--- src/rtl/mem_arb_pkg.sv ---
// rtl/mem_arb_pkg.sv - shared types and helpers for the reference-memory read arbiter
package mem_arb_pkg;

  localparam int IDX_W    = 3;
  localparam int PIPE_LAT = 2;

  typedef struct packed {
    logic             valid;
    logic [IDX_W-1:0] idx;
  } rd_tag_t;

  // Reduce v (< 2*n) into 0..n-1.
  function automatic logic [IDX_W-1:0] idx_wrap(input logic [IDX_W:0] v, input logic [IDX_W:0] n);
    logic [IDX_W:0] w_r;
    w_r = (v >= n) ? (v - n) : v;
    return w_r[IDX_W-1:0];
  endfunction

endpackage

--- src/rtl/mem_ref_arbiter_rr_pick2.sv ---
// rtl/mem_ref_arbiter_rr_pick2.sv - combinational two-winner round-robin picker
module rr_pick2
  import mem_arb_pkg::*;
#(
  parameter int NUM_REQ = 4
) (
  input  logic [NUM_REQ-1:0] i_elig,
  input  logic [IDX_W-1:0]   i_ptr,
  output logic               o_a_valid,
  output logic [IDX_W-1:0]   o_a_idx,
  output logic               o_b_valid,
  output logic [IDX_W-1:0]   o_b_idx
);

  localparam int MAXR = 1 << IDX_W;

  logic [MAXR-1:0]  w_elig_ext;
  logic [IDX_W-1:0] w_idx;

  assign w_elig_ext = MAXR'(i_elig);

  always_comb begin
    o_a_valid = 1'b0;
    o_a_idx   = '0;
    o_b_valid = 1'b0;
    o_b_idx   = '0;
    w_idx     = '0;
    for (int k = 0; k < NUM_REQ; k++) begin
      w_idx = idx_wrap({1'b0, i_ptr} + (IDX_W+1)'(k), (IDX_W+1)'(NUM_REQ));
      if (w_elig_ext[w_idx]) begin
        if (!o_a_valid) begin
          o_a_valid = 1'b1;
          o_a_idx   = w_idx;
        end else if (!o_b_valid) begin
          o_b_valid = 1'b1;
          o_b_idx   = w_idx;
        end
      end
    end
  end

endmodule

--- src/rtl/mem_ref_arbiter.sv ---
// rtl/mem_ref_arbiter.sv - dual-port reference memory arbiter, NUM_REQ readers + one loader writer
// Optional perf counters under MEM_ARB_PERF_EN.
module mem_ref_arbiter
  import mem_arb_pkg::*;
#(
  parameter int NUM_REQ    = 4,
  parameter int ADDR_WIDTH = 32,
  parameter int DATA_WIDTH = 32
) (
  input  logic                          clk,
  input  logic                          rst,
  input  logic [NUM_REQ-1:0]            req_valid,
  input  logic [NUM_REQ*ADDR_WIDTH-1:0] req_addr,
  output logic [NUM_REQ-1:0]            req_ready,
  output logic [NUM_REQ-1:0]            rsp_valid,
  output logic [NUM_REQ*DATA_WIDTH-1:0] rsp_data,
  input  logic                          wr_valid,
  input  logic [ADDR_WIDTH-1:0]         wr_addr,
  input  logic [DATA_WIDTH-1:0]         wr_data,
  output logic                          wr_ready,
  output logic [ADDR_WIDTH-1:0]         mem_addr_A,
  output logic [ADDR_WIDTH-1:0]         mem_addr_B,
  output logic [ADDR_WIDTH-1:0]         mem_addw_A,
  output logic [ADDR_WIDTH-1:0]         mem_addw_B,
  output logic                          mem_we_A,
  output logic                          mem_we_B,
  output logic [DATA_WIDTH-1:0]         mem_din_A,
  output logic [DATA_WIDTH-1:0]         mem_din_B,
  input  logic [DATA_WIDTH-1:0]         mem_dout_A,
  input  logic [DATA_WIDTH-1:0]         mem_dout_B
`ifdef MEM_ARB_PERF_EN
  ,
  output logic [31:0]                   perf_grants,
  output logic [31:0]                   perf_stalls
`endif
);

  logic [NUM_REQ-1:0]            w_elig;
  logic                          w_a_valid;
  logic [IDX_W-1:0]              w_a_idx;
  logic                          w_b_valid;
  logic [IDX_W-1:0]              w_b_idx;
  logic [IDX_W-1:0]              w_last;
  logic [IDX_W-1:0]              w_next_ptr;
  logic [IDX_W-1:0]              r_rr_ptr;
  rd_tag_t                       r_tag_a [PIPE_LAT];
  rd_tag_t                       r_tag_b [PIPE_LAT];
  logic [NUM_REQ*DATA_WIDTH-1:0] r_rsp_data;

  // A read of the word being written this cycle waits one cycle so it sees the new data.
  always_comb begin
    w_elig = '0;
    for (int i = 0; i < NUM_REQ; i++) begin
      w_elig[i] = req_valid[i] &&
                  !(wr_valid && (req_addr[i*ADDR_WIDTH+2 +: ADDR_WIDTH-2] == wr_addr[ADDR_WIDTH-1:2]));
    end
  end

  rr_pick2 #(.NUM_REQ(NUM_REQ)) u_pick (
    .i_elig    (w_elig),
    .i_ptr     (r_rr_ptr),
    .o_a_valid (w_a_valid),
    .o_a_idx   (w_a_idx),
    .o_b_valid (w_b_valid),
    .o_b_idx   (w_b_idx)
  );

  always_comb begin
    req_ready  = '0;
    mem_addr_A = '0;
    mem_addr_B = '0;
    for (int i = 0; i < NUM_REQ; i++) begin
      if (w_a_valid && (w_a_idx == IDX_W'(i))) begin
        req_ready[i] = 1'b1;
        mem_addr_A   = req_addr[i*ADDR_WIDTH +: ADDR_WIDTH];
      end
      if (w_b_valid && (w_b_idx == IDX_W'(i))) begin
        req_ready[i] = 1'b1;
        mem_addr_B   = req_addr[i*ADDR_WIDTH +: ADDR_WIDTH];
      end
    end
  end

  assign wr_ready   = 1'b1;
  assign mem_we_A   = wr_valid;
  assign mem_addw_A = wr_valid ? wr_addr : '0;
  assign mem_din_A  = wr_valid ? wr_data : '0;
  assign mem_we_B   = 1'b0;
  assign mem_addw_B = '0;
  assign mem_din_B  = '0;

  assign w_last     = w_b_valid ? w_b_idx : w_a_idx;
  assign w_next_ptr = idx_wrap({1'b0, w_last} + (IDX_W+1)'(1), (IDX_W+1)'(NUM_REQ));

  always_ff @(posedge clk) begin
    if (rst) begin
      r_rr_ptr <= '0;
      for (int s = 0; s < PIPE_LAT; s++) begin
        r_tag_a[s] <= '0;
        r_tag_b[s] <= '0;
      end
    end else begin
      if (w_a_valid) begin
        r_rr_ptr <= w_next_ptr;
      end
      r_tag_a[0] <= '{valid: w_a_valid, idx: w_a_idx};
      r_tag_b[0] <= '{valid: w_b_valid, idx: w_b_idx};
      for (int s = 1; s < PIPE_LAT; s++) begin
        r_tag_a[s] <= r_tag_a[s-1];
        r_tag_b[s] <= r_tag_b[s-1];
      end
    end
  end

  // Memory data is valid while stage 0 holds its tag; the data lands with stage 1.
  always_ff @(posedge clk) begin
    if (rst) begin
      r_rsp_data <= '0;
    end else begin
      for (int i = 0; i < NUM_REQ; i++) begin
        if (r_tag_a[0].valid && (r_tag_a[0].idx == IDX_W'(i))) begin
          r_rsp_data[i*DATA_WIDTH +: DATA_WIDTH] <= mem_dout_A;
        end else if (r_tag_b[0].valid && (r_tag_b[0].idx == IDX_W'(i))) begin
          r_rsp_data[i*DATA_WIDTH +: DATA_WIDTH] <= mem_dout_B;
        end
      end
    end
  end

  always_comb begin
    rsp_valid = '0;
    for (int i = 0; i < NUM_REQ; i++) begin
      rsp_valid[i] = (r_tag_a[PIPE_LAT-1].valid && (r_tag_a[PIPE_LAT-1].idx == IDX_W'(i))) ||
                     (r_tag_b[PIPE_LAT-1].valid && (r_tag_b[PIPE_LAT-1].idx == IDX_W'(i)));
    end
  end

  assign rsp_data = r_rsp_data;

`ifdef MEM_ARB_PERF_EN
  logic [1:0]  w_ngrant;
  logic [32:0] w_grant_sum;
  logic [32:0] w_stall_sum;
  logic        w_stall;
  logic [31:0] r_perf_grants;
  logic [31:0] r_perf_stalls;

  assign w_ngrant    = {1'b0, w_a_valid} + {1'b0, w_b_valid};
  assign w_stall     = |(req_valid & ~req_ready);
  assign w_grant_sum = {1'b0, r_perf_grants} + 33'(w_ngrant);
  assign w_stall_sum = {1'b0, r_perf_stalls} + 33'(w_stall);

  always_ff @(posedge clk) begin
    if (rst) begin
      r_perf_grants <= '0;
      r_perf_stalls <= '0;
    end else begin
      r_perf_grants <= w_grant_sum[32] ? '1 : w_grant_sum[31:0];
      r_perf_stalls <= w_stall_sum[32] ? '1 : w_stall_sum[31:0];
    end
  end

  assign perf_grants = r_perf_grants;
  assign perf_stalls = r_perf_stalls;
`endif

endmodule

--- config.mk ---
export PLATFORM = sky130hd
export DESIGN_NAME = mem_ref_arbiter
export DESIGN_NICKNAME = d
export VERILOG_FILES = /design/src/rtl/mem_arb_pkg.sv /design/src/rtl/mem_ref_arbiter_rr_pick2.sv /design/src/rtl/mem_ref_arbiter.sv
export SDC_FILE = /design/constraint.sdc
export NUM_CORES = 1
export LEC_CHECK = 0
export BUFFER_PORTS_ARGS = -buffer_cell sky130_fd_sc_hd__buf_2
export CELL_PAD_IN_SITES_DETAIL_PLACEMENT = 1
export CELL_PAD_IN_SITES_GLOBAL_PLACEMENT = 2
export CORE_AREA = 2 2 233 235
export DETAILED_ROUTE_END_ITERATION = 10
export DIE_AREA = 0 0 235 237
export PLACE_DENSITY_LB_ADDON = 0.12
export REMOVE_ABC_BUFFERS = 1
export SLEW_MARGIN = 20
export SYNTH_ARGS = -nofsm -noshare
export SYNTH_HDL_FRONTEND = slang
export SYNTH_SLANG_ARGS = --single-unit
--- constraint.sdc ---
create_clock -name clk -period 4.16 [get_ports clk]
set_input_delay 0.208 -clock clk [delete_from_list [all_inputs] [get_ports clk]]
set_output_delay 0.208 -clock clk [all_outputs]
set_load 0.1 [all_outputs]
# Word-level counts from Yosys, hierarchy flattened
# Memory sizes are Yosys's and may differ from the RTL's.
# Index checks and enable logic that the tools add are counted.
# W data, S select, Z words.
[op_classes]
n_mux = 72
n_reduce_logical = 50
n_lt_le_gt_ge = 9
bitwise_logic = 4
add_sub_neg = 9
n_eq_ne = 22
[ops]
columns = ["cell", "count"]
rows = [
  ["$mux W32", 18],
  ["$eq A30 B30 Y1", 4],
  ["$mux W3", 21],
  ["$eq A3 B2 Y1 const B", 12],
  ["$logic_and A1 B1 Y1", 32],
  ["$mux W1", 25],
  ["$eq A3 B1 Y1 const B", 6],
  ["$logic_not A3 Y1", 6],
  ["$ge A4 B3 Y1 const B", 4],
  ["$lt A3 B4 Y1 const B", 4],
  ["$mux W4", 4],
  ["$sub A3 B3 Y3 const B", 5],
  ["$bmux W1 S3", 4],
  ["$add A3 B1 Y4 const B", 2],
  ["$add A3 B2 Y4 const B", 2],
  ["$reduce_bool A2 Y1", 4],
  ["$logic_not A1 Y1", 4],
  ["$logic_or A1 B1 Y1", 4],
  ["$or A1 B1 Y1", 4],
  ["$ge A3 B3 Y1 const B", 1],
]
[totals]
ramBits = 16
regBits = 131
memories = 2
elab_cells = 173
in_bits = 263
[mem_list]
columns = ["name", "depth", "width", "read_ports", "rd_ports_with_merged_regs", "write_ports", "line", "rtl"]
rows = [
  ["r_tag_a", 2, 4, 2, 0, 2, "mem_ref_arbiter.sv:46", "rd_tag_t r_tag_a [PIPE_LAT];"],
  ["r_tag_b", 2, 4, 2, 0, 2, "mem_ref_arbiter.sv:47", "rd_tag_t r_tag_b [PIPE_LAT];"],
]

# Logic depth before layout (Yosys ltp)
[depth]
word_depth = 21
ltp_mapped = 17
mapped_depth_nobuf = 14

# Hierarchy
# A second synthesis with hierarchy kept.
[hier_totals]
hier_cells = 1428
area_unflattened_um2 = 10578.9
[by_module_without_submodules]
columns = ["module", "area_per_inst_um2", "n_inst", "seq_area_each_um2", "cells_each"]
rows = [
  ["mem_ref_arbiter", 10142.2, 1, 2942.8, 1372],
  ["rr_pick2", 436.7, 1, 0.0, 56],
]

# Worst setup path after synthesis
# OpenSTA, ideal clock, no wires.
[synth_path]
path_type = "input to output"
startpoint = "input wr_addr[31]"
endpoint = "output mem_addr_A[29]"
required_ns = 3.952
cell_stages = 13
path_slack_ns = -1.027
t_arrival_ns = 4.979
cell_sequence = "clkbuf_1 > xnor2_1 > nand4_1 > or4_1 > o21ai_1 > mux4_2 > inv_2 > ha_1 > or2_2 > o31a_1 > buf_6 > buf_6 > a211oi_1"
[synth_via]
elab_chain_cells = 19
elab_cells_between_ends = 47
classes_between = "eq/ne (7); mux (23); reduce/logical (17)"
[synth_rtl]
columns = ["item", "line", "rtl"]
rows = [
  ["start: declaration", "mem_ref_arbiter.sv:18", "input logic [ADDR_WIDTH-1:0] wr_addr,"],
  ["$eq A30 B30 Y1", "mem_ref_arbiter.sv:55", "!(wr_valid && (req_addr[i*ADDR_WIDTH+2 +: ADDR_WIDTH-2] == wr_addr[ADDR_WIDTH-1:2]));"],
  ["$logic_and A1 B1 Y1", "mem_ref_arbiter.sv:55", ""],
  ["$logic_not A1 Y1", "mem_ref_arbiter.sv:55", ""],
  ["$logic_and A1 B1 Y1", "mem_ref_arbiter.sv:54", "w_elig[i] = req_valid[i] &&"],
  ["$bmux W1 S3", "mem_ref_arbiter_rr_pick2.sv:30", "if (w_elig_ext[w_idx]) begin"],
  ["$mux W1 (not written as such)", "mem_ref_arbiter_rr_pick2.sv:30", ""],
  ["$mux W3 / $mux W1 (equally long branches)", "mem_ref_arbiter_rr_pick2.sv:30", ""],
  ["$mux W3", "mem_ref_arbiter_rr_pick2.sv:31", "if (!o_a_valid) begin"],
  ["$mux W3", "mem_ref_arbiter_rr_pick2.sv:30", ""],
  ["$mux W3", "mem_ref_arbiter_rr_pick2.sv:31", ""],
  ["$mux W3", "mem_ref_arbiter_rr_pick2.sv:30", ""],
  ["$mux W3", "mem_ref_arbiter_rr_pick2.sv:31", ""],
  ["$mux W3", "mem_ref_arbiter_rr_pick2.sv:30", ""],
  ["$logic_not A3 Y1", "mem_ref_arbiter.sv:73", "if (w_a_valid && (w_a_idx == IDX_W'(i))) begin"],
  ["$logic_and A1 B1 Y1", "mem_ref_arbiter.sv:73", ""],
  ["$mux W32 (3 in a row)", "mem_ref_arbiter.sv:73", ""],
  ["$mux W32 (*)", "mem_ref_arbiter.sv:73", ""],
  ["end: declaration", "mem_ref_arbiter.sv:21", "output logic [ADDR_WIDTH-1:0] mem_addr_A,"],
]
# Mark *: on every way between the ends. The rest lies on a longest branch, timed or not. The select of a mux whose other input is x is not followed.

# Worst setup path after layout
[layout_path]
startpoint = "input wr_addr[19]"
endpoint = "output mem_addr_A[13]"
# The elaborated chain is that of the path after synthesis.

==> impl_metrics.json <==
{
  "synth_seq_cells": 147,
  "hold_viol": 0,
  "routabilityCongestion": 0.813,
  "outcome": "finished clean",
  "pin_count": 594,
  "synthToLayoutAreaGrowth_pct": 47.1,
  "cp.arrival_ns": 3.81,
  "maxCapViolations": 0,
  "dieArea_um2": 55700,
  "grt_pass1_vias": 12000,
  "crit_type": "in2out",
  "die_h_um": 237,
  "ys_warn_count": 0,
  "post_synth.cell_area_avg_um2": 8.64,
  "routedWlPerCell_um": 23.0,
  "num_rows": 85,
  "finalMaxSlewViolations": 0,
  "cp_slowest_stage_delay_ns": 0.59,
  "skew_ns": 0.00896,
  "cts-root-buf": "clkbuf_16",
  "synth.largest_area_cell": "dfxtp_1",
  "grt_usage": 0.197,
  "async_flop_share": 0,
  "yosysSeqAreaShare": 0.266,
  "placed_area_um2": 15500,
  "slowest_stage": "or4_1",
  "hpwl_mm": 44.5,
  "final_area_um2": 16300,
  "htree_levels": 4,
  "vias_per_cell": 4.62,
  "grt_pass1_wl_mm": 82.2,
  "timing.fmax_mhz": 249,
  "yosysTopAreaCellShare": 0.266,
  "cp_data_required_time_ns": 3.95,
  "die_width_um": 235,
  "syn_area_um2": 11100,
  "finalSetupViolations": 0,
  "clockBufferDepth": 2,
  "synth_edf_count": 0,
  "synth_area_leaders": "dfxtp_1, mux2i_1, a211oi_1",
  "worstSetupEndpointType": "output pin",
  "finalCriticalPeriod_ns": 4.02,
  "path_cells": "buf_2 -> xnor2_1 -> nand4_1 -> buf_4 -> or4_1 -> o21ai_0 -> mux4_2 -> inv_2 -> a31oi_1 -> o21ba_1 -> o31a_2 -> buf_12 -> buf_4 -> mux2i_1 -> o22ai_1 -> buf_4 -> buf_12",
  "min_period_over_period": 0.966,
  "hold_class": "in2reg",
  "drt_iter0_drc": 372,
  "cts_buffers": 17,
  "cts_sinks": 147,
  "finalNetCount": 2042,
  "postRouteWirelength_mm": 57.2,
  "relSlewSlack": 0.376,
  "path_common_cell": "buf_4",
  "fin_ws_ns": 0.139,
  "synth.distinct_cells": 61,
  "grt_antenna_before_repair": 15,
  "vias": 11500,
  "tritoncts": "done",
  "netlist_instances": 1281,
  "place_ws_ns": -0.413,
  "coreArea_um2": 53300,
  "finalSetupTns_ns": 0,
  "port_buffers": 527,
  "crit_fanout": 16,
  "clk_latency_ns": 0.44,
  "grt_max_degree": 101,
  "start_util": 0.208,
  "rsz0062_at_grt": "yes",
  "grt_remaining_overflow": 0,
  "clk_pin_slew_ns": 0.06,
  "yosys_most_used_dff": "dfxtp_1",
  "postLayoutCoreUtil": 0.306,
  "drc": 0,
  "firstDrtPassIters": 4,
  "antenna_left": 0,
  "max_slew.worst_pin.slew_ns": 0.933,
  "drive_gt1_frac": 0.382,
  "start_kind": "primary input"
}
==> final cells by class <==
cell class | instances | area, um2
clock inverters | 6 | 67.6
inverters | 8 | 30.0
clock buffers | 25 | 515
well taps | 696 | 871
multi-input cells | 1001 | 7510
repair buffers | 599 | 4330
diodes | 10 | 25.0
flip-flops and latches | 147 | 2940
fillers | 6278 | 37000
==> kinds of logic after synthesis <==
logic type / count (synthesis) / share of synthesized area
AO/OA/AOI/OAI: 245 / 0.160
AND/OR/NAND/NOR: 303 / 0.135
other: 2 / 0.000678
multiplexers: 258 / 0.236
flip-flops: 147 / 0.266
buffers and inverters: 199 / 0.100
XOR/XNOR: 121 / 0.0957
adder cells (fa/ha/maj): 6 / 0.00655
==> worst paths after layout <==
check | startpoint | to | slack (ns) | depth (start not counted)
max reg2reg | r_rr_ptr[1]$_SDFFE_PP0P_ | r_rr_ptr[1]$_SDFFE_PP0P_ | 0.95 | 15
min reg2reg | r_tag_b[0][2]$_SDFF_PP0_ | r_tag_b[0][6]$_SDFF_PP0_ | 0.46 | 1
max | wr_addr[19] | mem_addr_A[13] | 0.14 | 17
min | mem_dout_A[12] | rsp_data[108]$_SDFFE_PP0P_ | 0.09 | 3
==> synth_stat cells (all sizes together), types with 2 or more instances <==
library cell and n:
xnor2 76, nor3b 2, and2 67, xor2 45, dfxtp 147, nand2b 2
nor3 8, nor2b 12, ha 5, nand2 17, a22oi 2, or4 3
nand4 22, nor4 12, a211oi 137, nor2 142, inv 8, mux2i 255
o31ai 2, o32ai 3, buf 100, mux4 2, conb 2, or3b 2
nand3 9, clkbuf 91, a21oi 8, o21ai 8, o211ai 3, o31a 2
o22ai 69, a21boi 2, o21a 2
==> state kept, by name, indices dropped and copies added (netlist names) <==
signal	cells
rsp_data	128
r_tag_a	8
r_tag_b	8
r_rr_ptr	3
==> timing repair <==
action	CTS	global route
gates resized for setup	8	26
endpoints found under the setup margin	58	55
hold buffers	0	0
setup buffers	0	1
pin swaps	0	2
cloned	0	0
==> through the flow <==
step / cells / hold WS [ns]
final: 2492 / 0.0902
after global routing: 2489 / 0.0753
after global placement: 2450 / 0.455
after CTS: 2481 / 0.0664
after floorplan: 1156 / 0.273
after detailed placement: 2450 / 0.459
==> worst max-delay path, delay by kind of cell <==
kind	cells	cell delay, ns
AO/OA/AOI/OAI	5	1.19
buffers and inverters	7	1.10
AND/OR/NAND/NOR	2	0.70
multiplexers	2	0.40
XOR/XNOR	1	0.19
==> cells in the final DEF, fill, tap and decap left out, types with 3 or more instances in the layout <==
cell / instances
mux2i_1: 254
xor2_1: 45
xnor2_1: 73
nor3_1: 8
dfxtp_1: 146
o21ai_0: 4
nand3_1: 8
diode_2: 10
inv_1: 6
and2_1: 66
nor2_1: 140
o22ai_2: 13
conb_1: 68
clkbuf_8: 6
ha_1: 4
nand4_1: 22
clkbuf_16: 17
buf_2: 458
o211ai_1: 3
nand2_1: 16
o22ai_1: 56
nor2b_1: 12
a211oi_1: 134
nor4_2: 5
nor4_1: 7
buf_4: 63
a21oi_1: 8
buf_12: 78
==> per-layer routing <==
| metal | track usage | vias to the layer above | share of wire |
|---|---|---|---|
| met3 | 0.0486 | 68 | 0.053 |
| met4 | 0.0692 | 10 | 0.025 |
| li1 | - | 5471 | - |
| met2 | 0.341 | 344 | 0.49 |
| met5 | 0 | - | 0.00093 |
| met1 | 0.237 | 5632 | 0.43 |
Power is left out: the tool's default activity adds up to more than one toggle a clock period on the data nets, which glitch-free logic cannot reach.
